File: config.mk
export PLATFORM = sky130hd
export DESIGN_NAME = lcd_panel_rx
export DESIGN_NICKNAME = d
export VERILOG_FILES = /design/src/rtl/lcd_panel_rx.sv
export SDC_FILE = /design/constraint.sdc
export NUM_CORES = 1
export LEC_CHECK = 0
export CAP_MARGIN = 30
export CORE_ASPECT_RATIO = 1.4
export CORE_UTILIZATION = 45
export DETAILED_ROUTE_END_ITERATION = 10
export PLACE_DENSITY = 0.68
export SYNTH_ARGS = -nofsm -noshare
export SYNTH_HDL_FRONTEND = slang
export SYNTH_SLANG_ARGS = --single-unit
File: constraint.sdc
create_clock -name clk2 -period 2.7 [get_ports clk2]
set_clock_uncertainty 0.1 [all_clocks]
set_input_delay 0.675 -clock clk2 [delete_from_list [all_inputs] [get_ports clk2]]
set_output_delay 0.675 -clock clk2 [all_outputs]
set_load 0.05 [all_outputs]
File: src/rtl/lcd_panel_rx.sv
// LCD panel pin receiver: packs 2-bit shades into bytes and tracks line/frame position.
// Define LCD_PANEL_RX_FR_CHECK_EN to enable the frame-polarity alternation check on err_fr.
module lcd_panel_rx (
  input  logic       clk2,
  input  logic       nreset_video,
  input  logic       cp,
  input  logic       st,
  input  logic       s,
  input  logic       fr,
  input  logic [1:0] ld,
  output logic [7:0] px_data,
  output logic       px_valid,
  output logic [5:0] px_x,
  output logic [7:0] ly,
  output logic       line_done,
  output logic       frame_start,
  output logic       err_len,
  output logic       err_fr
);

  localparam logic [7:0] LINE_PIXELS = 8'd160;

  typedef enum logic [1:0] {SYNC, LINE, FULL} state_t;

  state_t     state, state_n;
  logic       cp_q, st_q, s_q;
  logic       cp_edge, st_edge, s_edge;
  logic [7:0] x, x_n;
  logic [5:0] acc, acc_n;
  logic [7:0] ly_n, px_data_n;
  logic [5:0] px_x_n;
  logic       px_valid_n, line_done_n, frame_start_n, err_len_n;

  assign cp_edge = cp & ~cp_q;
  assign st_edge = st & ~st_q;
  assign s_edge  = s  & ~s_q;

  // NOTE: every variable driven here gets a default first, so no path leaves one unassigned and no latch is inferred.
  always_comb begin
    state_n       = state;
    x_n           = x;
    acc_n         = acc;
    ly_n          = ly;
    px_data_n     = px_data;
    px_x_n        = px_x;
    px_valid_n    = 1'b0;
    line_done_n   = 1'b0;
    frame_start_n = 1'b0;
    err_len_n     = err_len;

    case (state)
      SYNC: begin
        if (s_edge) begin
          state_n = LINE;
          x_n     = '0;
          acc_n   = '0;
          ly_n    = '0;
        end
      end
      LINE, FULL: begin
        // Order matters: the pixel is counted before st, and s overrides the line number st produced.
        if (cp_edge) begin
          if (state == LINE) begin
            acc_n = {acc[3:0], ld};
            x_n   = x + 8'd1;
            if (x[1:0] == 2'd3) begin
              px_valid_n = 1'b1;
              px_data_n  = {acc, ld};
              px_x_n     = x[7:2];
            end
            if (x_n == LINE_PIXELS) state_n = FULL;
          end else begin
            err_len_n = 1'b1;
          end
        end
        if (st_edge) begin
          line_done_n = 1'b1;
          if (x_n != LINE_PIXELS) err_len_n = 1'b1;
          x_n     = '0;
          acc_n   = '0;
          ly_n    = ly + 8'd1;
          state_n = LINE;
        end
        if (s_edge) begin
          frame_start_n = 1'b1;
          x_n     = '0;
          acc_n   = '0;
          ly_n    = '0;
          state_n = LINE;
        end
      end
      default: state_n = SYNC;
    endcase
  end

  // NOTE: registers use non-blocking assignments so every flop samples the pre-edge values of the others.
  always_ff @(posedge clk2) begin
    if (!nreset_video) begin
      state       <= SYNC;
      cp_q        <= 1'b0;
      st_q        <= 1'b0;
      s_q         <= 1'b0;
      x           <= '0;
      acc         <= '0;
      ly          <= '0;
      px_data     <= '0;
      px_x        <= '0;
      px_valid    <= 1'b0;
      line_done   <= 1'b0;
      frame_start <= 1'b0;
      err_len     <= 1'b0;
    end else begin
      state       <= state_n;
      cp_q        <= cp;
      st_q        <= st;
      s_q         <= s;
      x           <= x_n;
      acc         <= acc_n;
      ly          <= ly_n;
      px_data     <= px_data_n;
      px_x        <= px_x_n;
      px_valid    <= px_valid_n;
      line_done   <= line_done_n;
      frame_start <= frame_start_n;
      err_len     <= err_len_n;
    end
  end

`ifdef LCD_PANEL_RX_FR_CHECK_EN
  logic fr_q, fr_seen;

  // The first s edge after reset only records fr; later edges require it to have toggled.
  always_ff @(posedge clk2) begin
    if (!nreset_video) begin
      fr_q    <= 1'b0;
      fr_seen <= 1'b0;
      err_fr  <= 1'b0;
    end else if (s_edge) begin
      fr_q    <= fr;
      fr_seen <= 1'b1;
      if (fr_seen && (fr == fr_q)) err_fr <= 1'b1;
    end
  end
`else
  logic unused_fr;
  assign unused_fr = fr;
  assign err_fr    = 1'b0;
`endif

endmodule

# Yosys cells after proc, flatten, opt, wreduce, memory -nomap -nowiden
# Index checks and enable logic that the tools add are counted.
op_classes:
  add_sub_neg: 2
  eq_ne: 10
  mux: 30
  bitwise: 6
  n_reduce_logical: 10
ops:
  columns: ["cell", "n"]
  rows:
  - ["two-way mux 8 bit", 8]
  - ["one-hot mux 8 bit (2 select lines)", 2]
  - ["two-way mux 6 bit", 5]
  - ["adder 8 x 1 -> 8 bit, second input constant", 2]
  - ["AND reduction 4 bit", 4]
  - ["two-way mux 2 bit", 6]
  - ["inequality test 4 bit, second input constant", 3]
  - ["one-hot mux 6 bit (2 select lines)", 1]
  - ["== test 8 bit, second input constant", 1]
  - ["inequality test 8 bit, second input constant", 1]
  - ["two-way mux 1 bit", 7]
  - ["== test 2 bit, second input constant", 2]
  - ["one-hot mux 2 bit (2 select lines)", 1]
  - ["AND reduction 2 bit", 2]
  - ["AND 1 bit", 3]
  - ["inequality test 3 bit, second input constant", 1]
  - ["inverter 1 bit", 3]
  - ["AND reduction 3 bit", 1]
  - ["== test 2 x 1 -> 1 bit, second input constant", 1]
  - ["logical NOT 2 bit", 1]
  - ["inequality test 2 bit, second input constant", 1]
  - ["nonzero test 2 bit", 1]
  - ["OR reduction 2 bit", 1]
totals:
  reg_bits: 45
  in_bits: 8
  output_inout_bits: 27
  wordCells: 71

# Logic depth before layout (Yosys ltp)
# Gate-level depths: netlist of the first run.
logic_depth:
  word_depth: 8
  ltp_mapped: 8
  ltp_nobuf: 7

# Worst setup path after synthesis of the first run
# Ideal clock, no wire load.
synth_path:
  path_type: "reg2reg"
  startpoint: "register x[1]"
  endpoint: "register err_len"
  setup_ps: 120
  arrival_time_ps: 1870
  required_time_ps: 2480
  path_slack_ps: 610
  path_stages_with_launch: 8
  path_buffers: 1
  period_less_slack_ps: 2090
  path_cell_list: "dfxtp_1 ha_1 and4b_1 clkbuf_1 and3_1 mux2i_1 o211ai_1 a211o_1"
synth_between:
  elab_chain_cells: 7
synth_rtl:
  columns: ["element", "line", "rtl"]
  rows:
  - ["from (decl)", "28", "logic [7:0] x, x_n;"]
  - ["from (signal assigned)", "117", "x <= x_n;"]
  - ["adder 8 x 1 -> 8 bit", "65", "x_n = x + 8'd1;"]
  - ["two-way mux 8 bit", "63", "if (state == LINE) begin"]
  - ["two-way mux 8 bit (*)", "62", "if (cp_edge) begin"]
  - ["two-way mux 8 bit (*)", "51", "case (state)"]
  - ["inequality test 8 bit (*)", "78", "if (x_n != LINE_PIXELS) err_len_n = 1'b1;"]
  - ["two-way mux 1 bit (*)", "78", null]
  - ["two-way mux 1 bit (*)", "76", "if (st_edge) begin"]
  - ["to (signal assigned)", "125", "err_len <= err_len_n;"]
  - ["to (decl)", "17", "output logic err_len,"]
# Mark *: on every way between the ends. The rest lies on a longest branch, timed or not. The select of a mux whose other input is x is not followed.
# A chain may end at the register's enable or synchronous reset.

# Final worst setup path of the first run
layout_path:
  startpoint: "input s"
  endpoint: "register acc[0]"
layout_between:
  elab_chain_cells: 3
  word_cells_on_any_way: 7
  cone_classes: "eq/ne: 3; mux: 2; bitwise: 1; reduce/logical: 1"
layout_rtl:
  columns: ["element", "line", "rtl"]
  rows:
  - ["from (decl)", "8", "input logic s,"]
  - ["AND 1 bit (*)", "36", "assign s_edge = s & ~s_q;"]
  - ["inequality test 4 bit (no source line), or another cell as far along", null, null]
  - ["AND reduction 4 bit (no source line) / one-hot mux 6 bit (2 select lines) (equally long branches)", null, null]
  - ["to (signal assigned)", "118", "acc <= acc_n;"]
  - ["to (decl)", "29", "logic [5:0] acc, acc_n;"]
# Mark *: on every way between the ends. The rest lies on a longest branch, timed or not.

==> results of run 1 <==
## flip-flops by register name, summed over array words and instances (netlist names), 2 cells and up
| name | flops |
|---|---|
| x | 8 |
| ly | 8 |
| px_x | 6 |
| state | 2 |
| px_data | 8 |
| acc | 6 |
## metal layers
metal | track usage [%] | vias up
met4 | 7.400 | 0
li1 | - | 989
met3 | 3.421 | 6
met5 | 0 | -
met2 | 36.26 | 27
met1 | 21.31 | 912
## cell usage after synthesis, types with 2 or more instances
library cell	n	area (sq um)
nand3b_1	2	15.01
o21ai_0	11	55.05
dfxtp_1	45	900.9
nor2b_1	15	93.84
and3b_1	3	26.28
clkbuf_1	8	30.03
ha_1	7	87.58
nand2_1	40	150.1
nor3_1	9	45.04
nand3_1	9	45.04
nand4_1	5	31.28
xor2_1	7	61.31
nor2_1	11	41.29
a22oi_1	12	90.09
xnor2_1	2	17.52
a21oi_1	9	45.04
and2_1	8	50.05
buf_6	5	56.30
or4_1	2	15.01
mux2i_1	3	30.03
inv_1	3	11.26
o21a_1	2	15.01
buf_4	3	22.52
a21boi_0	16	120.1
and3_1	3	18.77
nand2b_1	4	25.02
## area by class of cell
type / count / area [sq um]
fill: 488 / 2082
multi-input combinational: 200 / 1267
sequential: 45 / 900.9
timing repair buffer: 45 / 417.9
clock buffer: 6 / 82.58
tap: 64 / 80.08
clock inverter: 2 / 37.54
inverter: 3 / 11.26
## worst max-delay path, stage by stage
cell and delay (ps):
clkdlybuf4s50_1 480, nand2b_1 140, a21oi_1 470, o21ai_0 410, a22oi_1 250, nor2b_1 60
## final timing paths
path                            endpoint  cells after the start
worst min-delay path             px_x[1]                      2
worst max-delay path              acc[0]                      6
worst max register to register    acc[0]                      6
worst min register to register   px_x[1]                      2
## per-stage QoR
stage	util (%)	hold WS (ps)	std cells	total power [W]	instance area, sq um
2_1_floorplan	-	340.7	265	0.0009029	2293
3_3_place_gp	54.87	354.3	357	0.0009991	2678
3_5_place_dp	54.87	355.9	357	0.001003	2678
4_1_cts	57.33	367.8	365	0.001535	2798
5_1_grt	57.33	393.1	365	0.001587	2798
6_report	57.33	363.3	365	0.001527	2798
## kinds of logic (layout without fill, tap and decap cells)
| family | after synthesis | after routing | synth area share [%] |
|---|---|---|---|
| AOI/OAI and AO/OA | 60 | 60 | 18.82 |
| xor gates and xnor gates | 9 | 9 | 3.437 |
| adders and majority gates | 7 | 7 | 3.819 |
| buffers and inverters | 20 | 56 | 5.455 |
| DFF | 45 | 45 | 39.28 |
| muxes | 3 | 3 | 1.309 |
| other | 1 | 1 | 0.1635 |
| and+or+nand+nor | 120 | 120 | 27.71 |
## layout by cell type (no fill, tap or decap), types with 9 or more instances in the layout
| cell type | netlist | final |
|---|---|---|
| dfxtp_1 | 45 | 45 |
| nand2_1 | 40 | 40 |
| clkdlybuf4s50_1 | 0 | 32 |
| a21boi_0 | 16 | 16 |
| nor2b_1 | 15 | 15 |
| buf_4 | 3 | 13 |
| a22oi_1 | 12 | 12 |
| nor2_1 | 11 | 11 |
| o21ai_0 | 11 | 11 |
| a21oi_1 | 9 | 9 |
| nor3_1 | 9 | 9 |
| nand3_1 | 9 | 9 |
## power by group
| group | switching, W | internal [W] | leakage [nW] |
|---|---|---|---|
| clock | 0.000237 | 0.000301 | 0.0574 |
| combinational | 0.000177 | 0.000116 | 0.542 |
| sequential | 0.0000150 | 0.000681 | 0.364 |
| total | 0.000429 | 0.00110 | 0.963 |
==> flow_metrics.tcl, run 1 <==
set metrics [dict create \
    area_growth_pct 21.99 \
    fp.dieW_um 62.34 \
    wl_met1_um 2140 \
    clockBufferDepth 2 \
    setup_ws_ps 305.7 \
    outcome "finished clean" \
    start_util_pct 47.00 \
    core_sq_um 4880 \
    yosys_warnings 0 \
    worstSetupStartpoint "s" \
    grt_pass1_wl_um 8231 \
    finalHoldViolCount 0 \
    dieArea_sq_um 5390 \
    ios 35 \
    dominantRegCellSynth "dfxtp_1" \
    drc 0 \
    cp_max_fo 6 \
    fin_nets 315 \
    holdBufCountCts 0 \
    synth-edff-count 0 \
    gr-usage-all-layers_pct 19.23 \
    async_flop_share_pct 0 \
    syn-mean-instance-area_sq_um 8.655 \
    crit_required_ps 2800 \
    synth_cells 265 \
    wl_per_cell_um 13.27 \
    synth_fp_nets 280 \
    setup_viol 0 \
    via_per_inst 5.299 \
    rsz0062_at_grt "no" \
    worstPathArrival_ps 2490 \
    clock_sinks 45 \
    num_rows 30 \
    clk_pin_slew_worst_paths_ps 80 \
    startpoint_type "input port" \
    port_buffers 32 \
    hpwl_um 3475 \
    die_h_um 86.47 \
    antenna_found_initial 0 \
    htreeDepth 2 \
    yosysUniqueCellTypes 47 \
    drive_gt1_share_pct 8.638 \
    p_leak_nw 0.9633 \
    min_path_type "flop to flop" \
    tns_ps 0 \
    slew_viol_final 0 \
    fin_crit_sh_pct 88.68 \
    path_class "input port to flop" \
    min_from "px_x[1]" \
    n_antenna_cell 0 \
    peakVddDrop_mv 0.4713 \
    post_cts.repair.setup_buffers 0 \
    firstDrtPassIters 4 \
    fin_crit_ps 2394 \
    fmax_mhz 417.7 \
    cts_tree "done" \
    ys_seq_elements 45 \
    wl_met2_um 2504 \
    totalWireLength_um 4842 \
    cap_violations 0 \
    wl_met3_um 118 \
    root_buffer "clkbuf_8" \
    ys_seq_area_share_pct 39.28 \
    grt_pass1_vias 1833 \
    grt_max_degree 24 \
    dp_slack_ps -1.761 \
    timing.rr.start "state[0]" \
    gp_congestion 0.7911 \
    rrSetupSlack_ps 460 \
    post_cts_resize_count 0 \
    relSlewSlack_pct 52.53 \
    drt_iter0_drc 92 \
    cts_buffers 5 \
    tightest_slew_ps 704.6 \
    grt_overflow_total 0 \
    power.density_nw_per_um2 545.6 \
    synth_area_sq_um 2293 \
    ant_nets 0 \
    end_kind "flop" \
    insertion_delay_ps 300 \
    dr.max_layer_used "met4" \
    vias 1934 \
]
Note: power is estimated with default switching activity, not from simulation.
==> run 2: changes to the inputs <==
--- a/config.mk
+++ b/config.mk
@@ -10,6 +10,7 @@
 export CORE_UTILIZATION = 45
 export DETAILED_ROUTE_END_ITERATION = 10
 export PLACE_DENSITY = 0.68
+export SKIP_CTS_REPAIR_TIMING = 1
 export SYNTH_ARGS = -nofsm -noshare
 export SYNTH_HDL_FRONTEND = slang
 export SYNTH_SLANG_ARGS = --single-unit
==> constraint.sdc (replaced) <==
create_clock -name clk2 -period 3.1 [get_ports clk2]
set_clock_uncertainty 0.1 [all_clocks]
set_input_delay 0.775 -clock clk2 [delete_from_list [all_inputs] [get_ports clk2]]
set_output_delay 0.775 -clock clk2 [all_outputs]
set_load 0.05 [all_outputs]
==> flow_metrics.tcl, run 2 (synthesized netlist as in run 1, its figures left out) <==
set metrics [dict create \
    outcome "finished clean" \
    placedCellCount 353 \
    fin_crit_sh_pct 80.87 \
    gr-usage-all-layers_pct 18.56 \
    final_core_util_pct 56.72 \
    n_antenna_cell 0 \
    fin_nets 311 \
    cts_buffers 5 \
    start_util_pct 47.00 \
    hpwl_um 3480 \
    rsz0062_at_grt "no" \
    critPathMaxStageDelay_ps 580 \
    min_path_type "flop to flop" \
    fp.dieW_um 62.34 \
    startpoint_type "input port" \
    cap_violations 0 \
    htreeDepth 2 \
    root_buffer "clkbuf_8" \
    num_rows 30 \
    critPathSlowestCell "or4_1" \
    drt_iter0_drc 80 \
    seq_area_sq_um 900.9 \
    clockBufferDepth 2 \
    tns_ps 0 \
    antenna_found_initial 0 \
    firstDrtPassIters 4 \
    slew_viol_final 0 \
    fillCellCount 480 \
    insertion_delay_ps 300 \
    setup_viol 0 \
    largestRegisters "ly: 8 flops, px_data: 8 flops, x: 8 flops" \
    drive_gt1_share_pct 7.407 \
    relSlewSlack_pct 61.00 \
    grt_pass1_vias 1729 \
    finalHoldViolCount 0 \
    end_kind "flop" \
    worstPathArrival_ps 2600 \
    wl_per_cell_um 13.20 \
    ios 35 \
    multiInputGateArea_sq_um 1267 \
    port_buffers 32 \
    clock_sinks 45 \
    crit_required_ps 3190 \
    p_leak_nw 0.9450 \
    totalWireLength_um 4765 \
    drc 0 \
    grt_max_degree 30 \
    tightest_slew_ps 578.8 \
    via_per_inst 5.355 \
    final_cell_mix "dfxtp_1 (45), nand2_1 (40), clkdlybuf4s50_1 (32), a21boi_0 (16), nor2b_1 (15)" \
    layout.cells.non_filler 361 \
    clk_pin_slew_worst_paths_ps 80 \
    path_class "input port to flop" \
    peakVddDrop_mv 0.2338 \
    cts_tree "done" \
    final_common_cell "dfxtp_1" \
    core_sq_um 4880 \
    cp_max_fo 6 \
    fmax_mhz 398.9 \
    ant_nets 0 \
    dieArea_sq_um 5390 \
    gp_congestion 0.8839 \
    area_growth_pct 20.68 \
    die_h_um 86.47 \
    fin_crit_ps 2507 \
    vias 1933 \
    power.density_nw_per_um2 474.5 \
    grt_pass1_wl_um 7914 \
    cp_cell_sequence "clkdlybuf4s50_1 -> nand3b_1 -> or4_1 -> o21ai_0 -> a21oi_1 -> a211o_1" \
    grt_overflow_total 0 \
]
==> run 2: cell count changes in the layout (fill, tap and decap cells not counted) <==
cell | previous run | this run
buf_4 | 13 | 9
==> run 2: stage by stage <==
step | total power [W] | hold WS, ps | area, sq um | setup slack [ps]
final | 0.001313 | 365.2 | 2768 | 593.1
after floorplan | 0.0007864 | 340.7 | 2293 | 961.3
after detailed placement | 0.0008642 | 355.9 | 2648 | 304.3
after global routing | 0.001372 | 386.6 | 2768 | 497.4
after global placement | 0.0008616 | 353.9 | 2648 | 339.2
after CTS | 0.001324 | 368.6 | 2768 | 623.5
==> run 2: final cells by class <==
cell class                      instances  area share, %
Clock inverter                          2          1.356
Inverter                                3         0.4069
Sequential cell                        45          32.55
Clock buffer                            6          2.984
Tap cell                               64          2.893
Timing Repair Buffer                   41          14.01
Multi-Input combinational cell        200          45.80
==> run 2: where the power goes <==
group	internal, W	switching (W)	total [W]	leakage (nW)
clock	0.000262	0.000200	0.000462	0.0574
combinational	0.0000921	0.000153	0.000245	0.524
sequential	0.000593	0.0000134	0.000606	0.364
==> run 2: per-layer routing <==
metal	vias to the layer above	track usage [%]	routed length [um]
li1	987	-	-
met1	904	21.81	2212
met2	37	33.67	2370
met3	5	3.421	119
met4	0	6.554	62
met5	-	0	0
==> run 2: critical path, delay by kind of cell <==
family,cells,cell delay [ps]
AOI/OAI and AO/OA,3,470
buffers and inverters,1,540
and+or+nand+nor,2,820
==> run 2: final timing paths <==
kind	start	to	slack (ps)	cells after the start
min	px_x[1]	px_x[1]	370	2
min reg2reg	px_x[1]	px_x[1]	370	2
max reg2reg	state[0]	x[1]	840	7
max	cp	err_len	590	6
